`src/rtl/decode_stage_pkg.sv`:
```
// decode_stage_pkg: shared RV32I decode types, opcode/funct constants and ALU-op helper
package decode_stage_pkg;
  typedef enum logic [3:0] {
    ALU_ADD, ALU_SUB, ALU_XOR, ALU_OR, ALU_AND, ALU_PASS_B,
    ALU_SLL, ALU_SRL, ALU_SRA, ALU_SLT, ALU_SLTU
  } alu_op_t;
  typedef enum logic {RUN, HALT} state_t;
  typedef struct packed {
    logic       reg_write;
    logic       alu_src;
    alu_op_t    alu_op;
    logic       mem_read;
    logic       mem_write;
    logic [1:0] mem_size;
    logic       mem_unsigned;
    logic       branch;
    logic [2:0] branch_cond;
    logic       jump;
    logic       jalr;
    logic       auipc;
    logic       illegal;
  } ctrl_t;
  localparam logic [6:0] OPC_LUI    = 7'b0110111;
  localparam logic [6:0] OPC_AUIPC  = 7'b0010111;
  localparam logic [6:0] OPC_JAL    = 7'b1101111;
  localparam logic [6:0] OPC_JALR   = 7'b1100111;
  localparam logic [6:0] OPC_BRANCH = 7'b1100011;
  localparam logic [6:0] OPC_LOAD   = 7'b0000011;
  localparam logic [6:0] OPC_STORE  = 7'b0100011;
  localparam logic [6:0] OPC_OP_IMM = 7'b0010011;
  localparam logic [6:0] OPC_OP     = 7'b0110011;
  localparam logic [2:0] F3_ADD  = 3'b000;
  localparam logic [2:0] F3_SLL  = 3'b001;
  localparam logic [2:0] F3_SLT  = 3'b010;
  localparam logic [2:0] F3_SLTU = 3'b011;
  localparam logic [2:0] F3_XOR  = 3'b100;
  localparam logic [2:0] F3_SRL  = 3'b101;
  localparam logic [2:0] F3_OR   = 3'b110;
  localparam logic [2:0] F3_AND  = 3'b111;
  localparam logic [6:0] F7_ZERO = 7'b0000000;
  localparam logic [6:0] F7_ALT  = 7'b0100000;
  function automatic alu_op_t alu_from_f3(input logic [2:0] f3, input logic alt);
    alu_from_f3 = ALU_ADD;
    case (f3)
      F3_ADD:  alu_from_f3 = alt ? ALU_SUB : ALU_ADD;
      F3_SLL:  alu_from_f3 = ALU_SLL;
      F3_SLT:  alu_from_f3 = ALU_SLT;
      F3_SLTU: alu_from_f3 = ALU_SLTU;
      F3_XOR:  alu_from_f3 = ALU_XOR;
      F3_SRL:  alu_from_f3 = alt ? ALU_SRA : ALU_SRL;
      F3_OR:   alu_from_f3 = ALU_OR;
      F3_AND:  alu_from_f3 = ALU_AND;
      default: alu_from_f3 = ALU_ADD;
    endcase
  endfunction
endpackage

```
`src/rtl/decode_stage_rv_decoder.sv`:
```
// rv_decoder: combinational RV32I(E) instruction decode into immediate, register fields and control
module rv_decoder
  import decode_stage_pkg::*;
#(
  parameter bit RV32E = 1'b0
) (
  input  logic [31:0] instr_i,
  output logic [31:0] imm_o,
  output logic [4:0]  rd_o,
  output logic [4:0]  rs1_o,
  output logic [4:0]  rs2_o,
  output logic        uses_rs1_o,
  output logic        uses_rs2_o,
  output ctrl_t       ctrl_o
);
  logic [6:0] opc, f7;
  logic [2:0] f3;
  logic shift, uses_rd, uses_rs1, uses_rs2, bad;
  logic [31:0] imm;
  ctrl_t c;
  assign opc = instr_i[6:0];
  assign f3 = instr_i[14:12];
  assign f7 = instr_i[31:25];
  assign shift = f3 == F3_SLL || f3 == F3_SRL;
  always_comb begin
    imm = '0;
    c = '0;
    uses_rd = 1'b0;
    uses_rs1 = 1'b0;
    uses_rs2 = 1'b0;
    bad = 1'b0;
    case (opc)
      OPC_LUI, OPC_AUIPC: begin
        uses_rd = 1'b1;
        imm = {instr_i[31:12], 12'b0};
        c.alu_src = 1'b1;
        c.alu_op = opc == OPC_LUI ? ALU_PASS_B : ALU_ADD;
        c.auipc = opc == OPC_AUIPC;
      end
      OPC_JAL: begin
        uses_rd = 1'b1;
        imm = {{11{instr_i[31]}}, instr_i[31], instr_i[19:12], instr_i[20], instr_i[30:21], 1'b0};
        c.alu_src = 1'b1;
        c.jump = 1'b1;
      end
      OPC_JALR: begin
        uses_rd = 1'b1;
        uses_rs1 = 1'b1;
        imm = {{20{instr_i[31]}}, instr_i[31:20]};
        c.alu_src = 1'b1;
        c.jump = 1'b1;
        c.jalr = 1'b1;
      end
      OPC_BRANCH: begin
        uses_rs1 = 1'b1;
        uses_rs2 = 1'b1;
        imm = {{19{instr_i[31]}}, instr_i[31], instr_i[7], instr_i[30:25], instr_i[11:8], 1'b0};
        c.alu_op = ALU_SUB;
        c.branch = 1'b1;
        c.branch_cond = f3;
        bad = f3[2:1] == 2'b01;  // funct3 010/011 are not branches
      end
      OPC_LOAD: begin
        uses_rd = 1'b1;
        uses_rs1 = 1'b1;
        imm = {{20{instr_i[31]}}, instr_i[31:20]};
        c.alu_src = 1'b1;
        c.mem_read = 1'b1;
        c.mem_size = f3[1:0];
        c.mem_unsigned = f3[2];
      end
      OPC_STORE: begin
        uses_rs1 = 1'b1;
        uses_rs2 = 1'b1;
        imm = {{20{instr_i[31]}}, instr_i[31:25], instr_i[11:7]};
        c.alu_src = 1'b1;
        c.mem_write = 1'b1;
        c.mem_size = f3[1:0];
      end
      OPC_OP_IMM: begin
        uses_rd = 1'b1;
        uses_rs1 = 1'b1;
        imm = shift ? {27'b0, instr_i[24:20]} : {{20{instr_i[31]}}, instr_i[31:20]};
        c.alu_src = 1'b1;
        c.alu_op = alu_from_f3(f3, shift && f7[5]);
        bad = shift && !(f7 == F7_ZERO || (f3 == F3_SRL && f7 == F7_ALT));
      end
      OPC_OP: begin
        uses_rd = 1'b1;
        uses_rs1 = 1'b1;
        uses_rs2 = 1'b1;
        c.alu_op = alu_from_f3(f3, f7[5]);
        bad = !(f7 == F7_ZERO || (f7 == F7_ALT && (f3 == F3_ADD || f3 == F3_SRL)));
      end
      default: bad = 1'b1;
    endcase
    if (RV32E) bad = bad || (uses_rd && instr_i[11]) || (uses_rs1 && instr_i[19]) || (uses_rs2 && instr_i[24]);
    c.illegal = bad;
    c.reg_write = uses_rd && instr_i[11:7] != 5'd0 && !bad;
    c.mem_read = c.mem_read && !bad;
    c.mem_write = c.mem_write && !bad;
  end
  assign imm_o = imm;
  assign ctrl_o = c;
  assign rd_o = uses_rd ? instr_i[11:7] : 5'd0;
  assign rs1_o = uses_rs1 ? instr_i[19:15] : 5'd0;
  assign rs2_o = uses_rs2 ? instr_i[24:20] : 5'd0;
  assign uses_rs1_o = uses_rs1;
  assign uses_rs2_o = uses_rs2;
endmodule

```
`src/rtl/decode_stage.sv`:
```
// decode_stage: registered RV32I decode stage with load-use bubble insertion and halt-on-illegal
module decode_stage
  import decode_stage_pkg::*;
#(
  parameter bit RV32E = 1'b0,
  parameter int CNT_W = 16
) (
  input  logic             clk,
  input  logic             reset,
  input  logic             in_valid,
  output logic             in_ready,
  input  logic [31:0]      in_instr,
  input  logic [31:0]      in_pc,
  input  logic             flush,
  output logic             out_valid,
  input  logic             out_ready,
  output logic [31:0]      out_pc,
  output logic [31:0]      out_imm,
  output logic [4:0]       out_rd,
  output logic [4:0]       out_rs1,
  output logic [4:0]       out_rs2,
  output ctrl_t            out_ctrl,
  output logic             halted,
  output logic [CNT_W-1:0] stall_count
);
  logic [31:0] dec_imm, pc_q, imm_q;
  logic [4:0] dec_rd, dec_rs1, dec_rs2, rd_q, rs1_q, rs2_q;
  logic dec_u1, dec_u2, valid_q, hazard, accept, bubble;
  ctrl_t dec_ctrl, ctrl_q;
  state_t state_q;
  logic [CNT_W-1:0] stall_q, stall_d;
  rv_decoder #(.RV32E(RV32E)) u_dec (
    .instr_i(in_instr), .imm_o(dec_imm), .rd_o(dec_rd), .rs1_o(dec_rs1), .rs2_o(dec_rs2),
    .uses_rs1_o(dec_u1), .uses_rs2_o(dec_u2), .ctrl_o(dec_ctrl)
  );
  // load in the output register feeding a source of the offered instruction
  assign hazard = valid_q && ctrl_q.mem_read && rd_q != 5'd0 &&
                  ((dec_u1 && dec_rs1 == rd_q) || (dec_u2 && dec_rs2 == rd_q));
  assign in_ready = (!valid_q || out_ready) && !hazard && !flush && state_q == RUN;
  assign accept = in_valid && in_ready;
  assign bubble = in_valid && hazard && out_ready && !flush && state_q == RUN;
  assign stall_d = bubble && !(&stall_q) ? stall_q + CNT_W'(1) : stall_q;
  always_ff @(posedge clk or posedge reset) begin
    if (reset) begin
      valid_q <= 1'b0;
      pc_q <= '0;
      imm_q <= '0;
      rd_q <= '0;
      rs1_q <= '0;
      rs2_q <= '0;
      ctrl_q <= '0;
      state_q <= RUN;
      stall_q <= '0;
    end else begin
      stall_q <= stall_d;
      if (flush) begin
        valid_q <= 1'b0;
        state_q <= RUN;
      end else if (accept) begin
        valid_q <= 1'b1;
        pc_q <= in_pc;
        imm_q <= dec_imm;
        rd_q <= dec_rd;
        rs1_q <= dec_rs1;
        rs2_q <= dec_rs2;
        ctrl_q <= dec_ctrl;
        state_q <= dec_ctrl.illegal ? HALT : RUN;
      end else if (out_ready) begin
        valid_q <= 1'b0;
      end
    end
  end
  assign out_valid = valid_q;
  assign out_pc = pc_q;
  assign out_imm = imm_q;
  assign out_rd = rd_q;
  assign out_rs1 = rs1_q;
  assign out_rs2 = rs2_q;
  assign out_ctrl = ctrl_q;
  assign halted = state_q == HALT;
  assign stall_count = stall_q;
endmodule

```
`config.mk`:
```
export PLATFORM = sky130hd
export DESIGN_NAME = decode_stage
export DESIGN_NICKNAME = d
export VERILOG_FILES = /design/src/rtl/decode_stage_pkg.sv /design/src/rtl/decode_stage_rv_decoder.sv /design/src/rtl/decode_stage.sv
export SDC_FILE = /design/constraint.sdc
export NUM_CORES = 1
export LEC_CHECK = 0
export BUFFER_PORTS_ARGS = -buffer_cell sky130_fd_sc_hd__buf_4
export CAP_MARGIN = 20
export CORE_MARGIN = 1
export CORE_UTILIZATION = 51
export DETAILED_ROUTE_END_ITERATION = 8
export HOLD_SLACK_MARGIN = 0.02
export PLACE_DENSITY = 0.85
export SLEW_MARGIN = 5
export SYNTH_ARGS = -nofsm -noshare
export SYNTH_HDL_FRONTEND = slang
export SYNTH_SLANG_ARGS = --single-unit
```
`constraint.sdc`:
```
create_clock -name clk -period 4.2 [get_ports clk]
set_clock_uncertainty 0.1 [all_clocks]
set_input_delay 0.63 -clock clk [delete_from_list [all_inputs] [get_ports clk]]
set_output_delay 0.63 -clock clk [all_outputs]
set_load 0.01 [all_outputs]
```
==> metrics.txt <==
largest net degree at the start of global routing between 70 and 80; Clock Root Buffer clkbuf_8; cells after synthesis 512; Clock Tree Buf Depth 2; post-detail-place hpwl between 10,000 and 15,000 um; max-cap viol count 0; Design Area, Final 0.00769 mm^2; Synth Flop Type dfrtp_1; Initial Utilization 53.5%; maximum vdd drop 0.256 mV; # diodes 0; routed vias/inst approximately 5.9; area of placed instances about 0.007 mm^2; Horiz. Die Dim around 110 um; vias post-DR 4,940; first-pass GRT wire length 24,900 um; Post-CTS Setup Inserts 0; I/O pin count 186; drt first pass iters 5; DRC violations left 0; Tmin final ~3.2 ns; CP required 3.47 ns; number of synthesized flops with an enable pin 0; hold buffer count at CTS 0; PD cells roughly 440 mW/mm^2; storage element area 0.00290 mm^2; grt ovf 0; top cell type's share of synthesized area 51.8%; Max FO, Critical Path 23; Final ANT Viol Nets 0; Fillers 730; CORE AREA 0.0105 mm^2; Setup TNS Final 0 ns; initial antenna violation count 0; Tightest Pin Transition 0.940 ns; crit path DAT 2.48 ns; clk sinks 116; Logic pwr share 17.3%; die area ~0.011 mm^2; CP Capture Type output pin; Post-CTS Resized 0; Yosys top cell by area dfrtp_1; CTS tree yes; Final period util 76.4%; Async SR Flop Fraction 100%; Cell Rows 37; DR iter-0 viols 405; final WL 16,200 um; Yosys cell types 54; Worst-path clk slew 0.06 ns; CTS Buf Count 17; syn avg cell area approximately 11 um^2; largest cells by area after synthesis dfrtp_1, mux2_4, nand2_1; Nets 763; Synth Register Bits between 100 and 150; Worst-Skew Late Latency 0.52 ns; clock power share between 40 and 50%; gr usage total 29.2%; Setup CP Type primary input to output pin; Final Wtd Congestion 0.910; net switching power around 850 uW; min-delay worst type primary input to flip-flop; worst min-delay path startpoint flush; layout cell share with drive strength beyond 1 37.7%; leakage power 0.00378 uW; Die Ht 107 um; WL/cell 19.2 um; Slew Limit Fails 0; sequential share of power between 30% and 40%; Setup crit start in_instr[3]; # H-tree levels 4; vias in the first global route between 4,000 and 5,000; Slew HR between 30 and 40%; f_max 0.312 GHz; CP Launch Type primary input; Syn Nets between 500 and 600; YS warnings 0; Sw Ratio about a quarter; outcome finished clean; Multi-input gate area 0.00244 mm^2; Syn-to-layout area delta 37.4%; Internal 2530 uW; I/O Buffers 185; unrepaired setup endpoints after global routing false; Seq/Total Area, Yosys between 50% and 60%; Fin. Hold Viols 0; Netlist Area Pre-Place approximately 0.0056 mm^2; Final setup viols 0; R2R Path Start out_rd[0]$_DFFE_PP0P_
synth_stat cells, types with 2 or more instances:
library cell / n
buf_2: 8
nand4_1: 10
a2111oi_0: 8
a21o_1: 2
xor2_1: 6
or2_1: 2
nor3_1: 11
a31o_2: 2
or4_1: 2
and4_1: 3
o211ai_1: 3
a21boi_0: 2
nand2_1: 59
nor2_1: 12
o21ai_1: 21
a21oi_1: 12
nor2b_1: 4
clkbuf_1: 17
or3_1: 2
o31ai_1: 10
o41ai_1: 4
mux2_4: 30
and2_1: 3
a22o_1: 15
buf_4: 4
o21ai_0: 38
inv_1: 19
o22ai_1: 2
buf_6: 5
nand3_1: 14
nand2b_1: 2
mux2_1: 18
xnor2_1: 19
and3_1: 8
dfrtp_1: 116
kinds of logic after synthesis:
logic type	synth area share [%]
AOI/OAI and AO/OA	14.7
muxes	11.9
adders and majority gates	0.223
xor gates and xnor gates	3.91
buffers and inverters	4.67
and+or+nand+nor	12.8
DFF	51.8
worst paths after layout:
| kind | cells past startpoint | to | slack, ns |
|---|---|---|---|
| min | 2 | out_valid$_DFFE_PP0P_ | 0.20 |
| max in group asynchronous | 3 | stall_count[11]$_DFFE_PP0P_ | 2.93 |
| min in group asynchronous | 2 | out_pc[2]$_DFFE_PP0P_ | 0.23 |
| min reg2reg | 1 | out_pc[24]$_DFFE_PP0P_ | 0.39 |
| max reg2reg | 7 | out_pc[27]$_DFFE_PP0P_ | 1.15 |
| max | 7 | in_ready | 0.99 |
area by class of cell:
cell class / instances / share of cell area, %
inverter: 19 / 0.960
sequential: 116 / 37.7
clock inverter: 12 / 2.34
clock buffer: 20 / 5.66
tap: 136 / 2.21
timing repair buffer: 196 / 19.4
multi-input combinational: 343 / 31.7
cell usage in the layout (no fill, tap or decap), types with 5 or more instances in the layout:
cell / instances
a2111oi_0: 8
a21oi_1: 12
a22o_1: 15
and3_1: 8
buf_4: 195
clkbuf_16: 16
clkinvlp_4: 5
dfrtp_1: 116
inv_1: 18
mux2_1: 18
mux2_4: 30
nand2_1: 59
nand3_1: 14
nand4_1: 10
nor2_1: 12
nor3_1: 11
o21ai_0: 38
o21ai_1: 21
o31ai_1: 10
xnor2_1: 19
xor2_1: 6
per-layer routing:
metal  part of all wire [%]  GRT usage (%)  vias up
met5                      0              0        -
met2                     50           47.7      262
met3                    7.9           7.60       45
met4                    2.9           13.8        0
met1                     39           36.3     2424
li1                       -              -     2209
power by group through the flow:
stage	logic (uW)	registers [uW]	clock network [uW]
after detailed placement	578	1320	0
final	587	1310	1490
after CTS	584	1310	1500
after global placement	561	1320	0
after global routing	626	1320	1560
after floorplan	231	1360	0
sequential cells by signal, indices dropped and copies added, names as in the netlist:
signal,flops
out_imm,32
out_valid,1
out_rd,5
out_rs1,5
halted,1
out_pc,32
out_rs2,5
stall_count,16
out_ctrl,19
worst max-delay path, stage by stage:
cell	delay, ns
buf_4	0.14
and4bb_1	0.36
and3_1	0.34
nand4_2	0.17
a21oi_4	0.49
nor2_1	0.16
buf_4	0.18
per-stage QoR:
stage	setup WS [ns]	util, %	hold WS [ns]	total power [uW]	cells
after floorplan	0.398	-	0.418	1600	512
after CTS	0.833	73.3	0.180	3400	841
after detailed placement	0.609	67.4	0.376	1900	809
final	0.990	73.5	0.195	3380	842
after global placement	0.704	67.4	0.368	1880	809
after global routing	0.892	73.5	0.183	3500	842
Note: power is estimated with default switching activity, not from simulation.
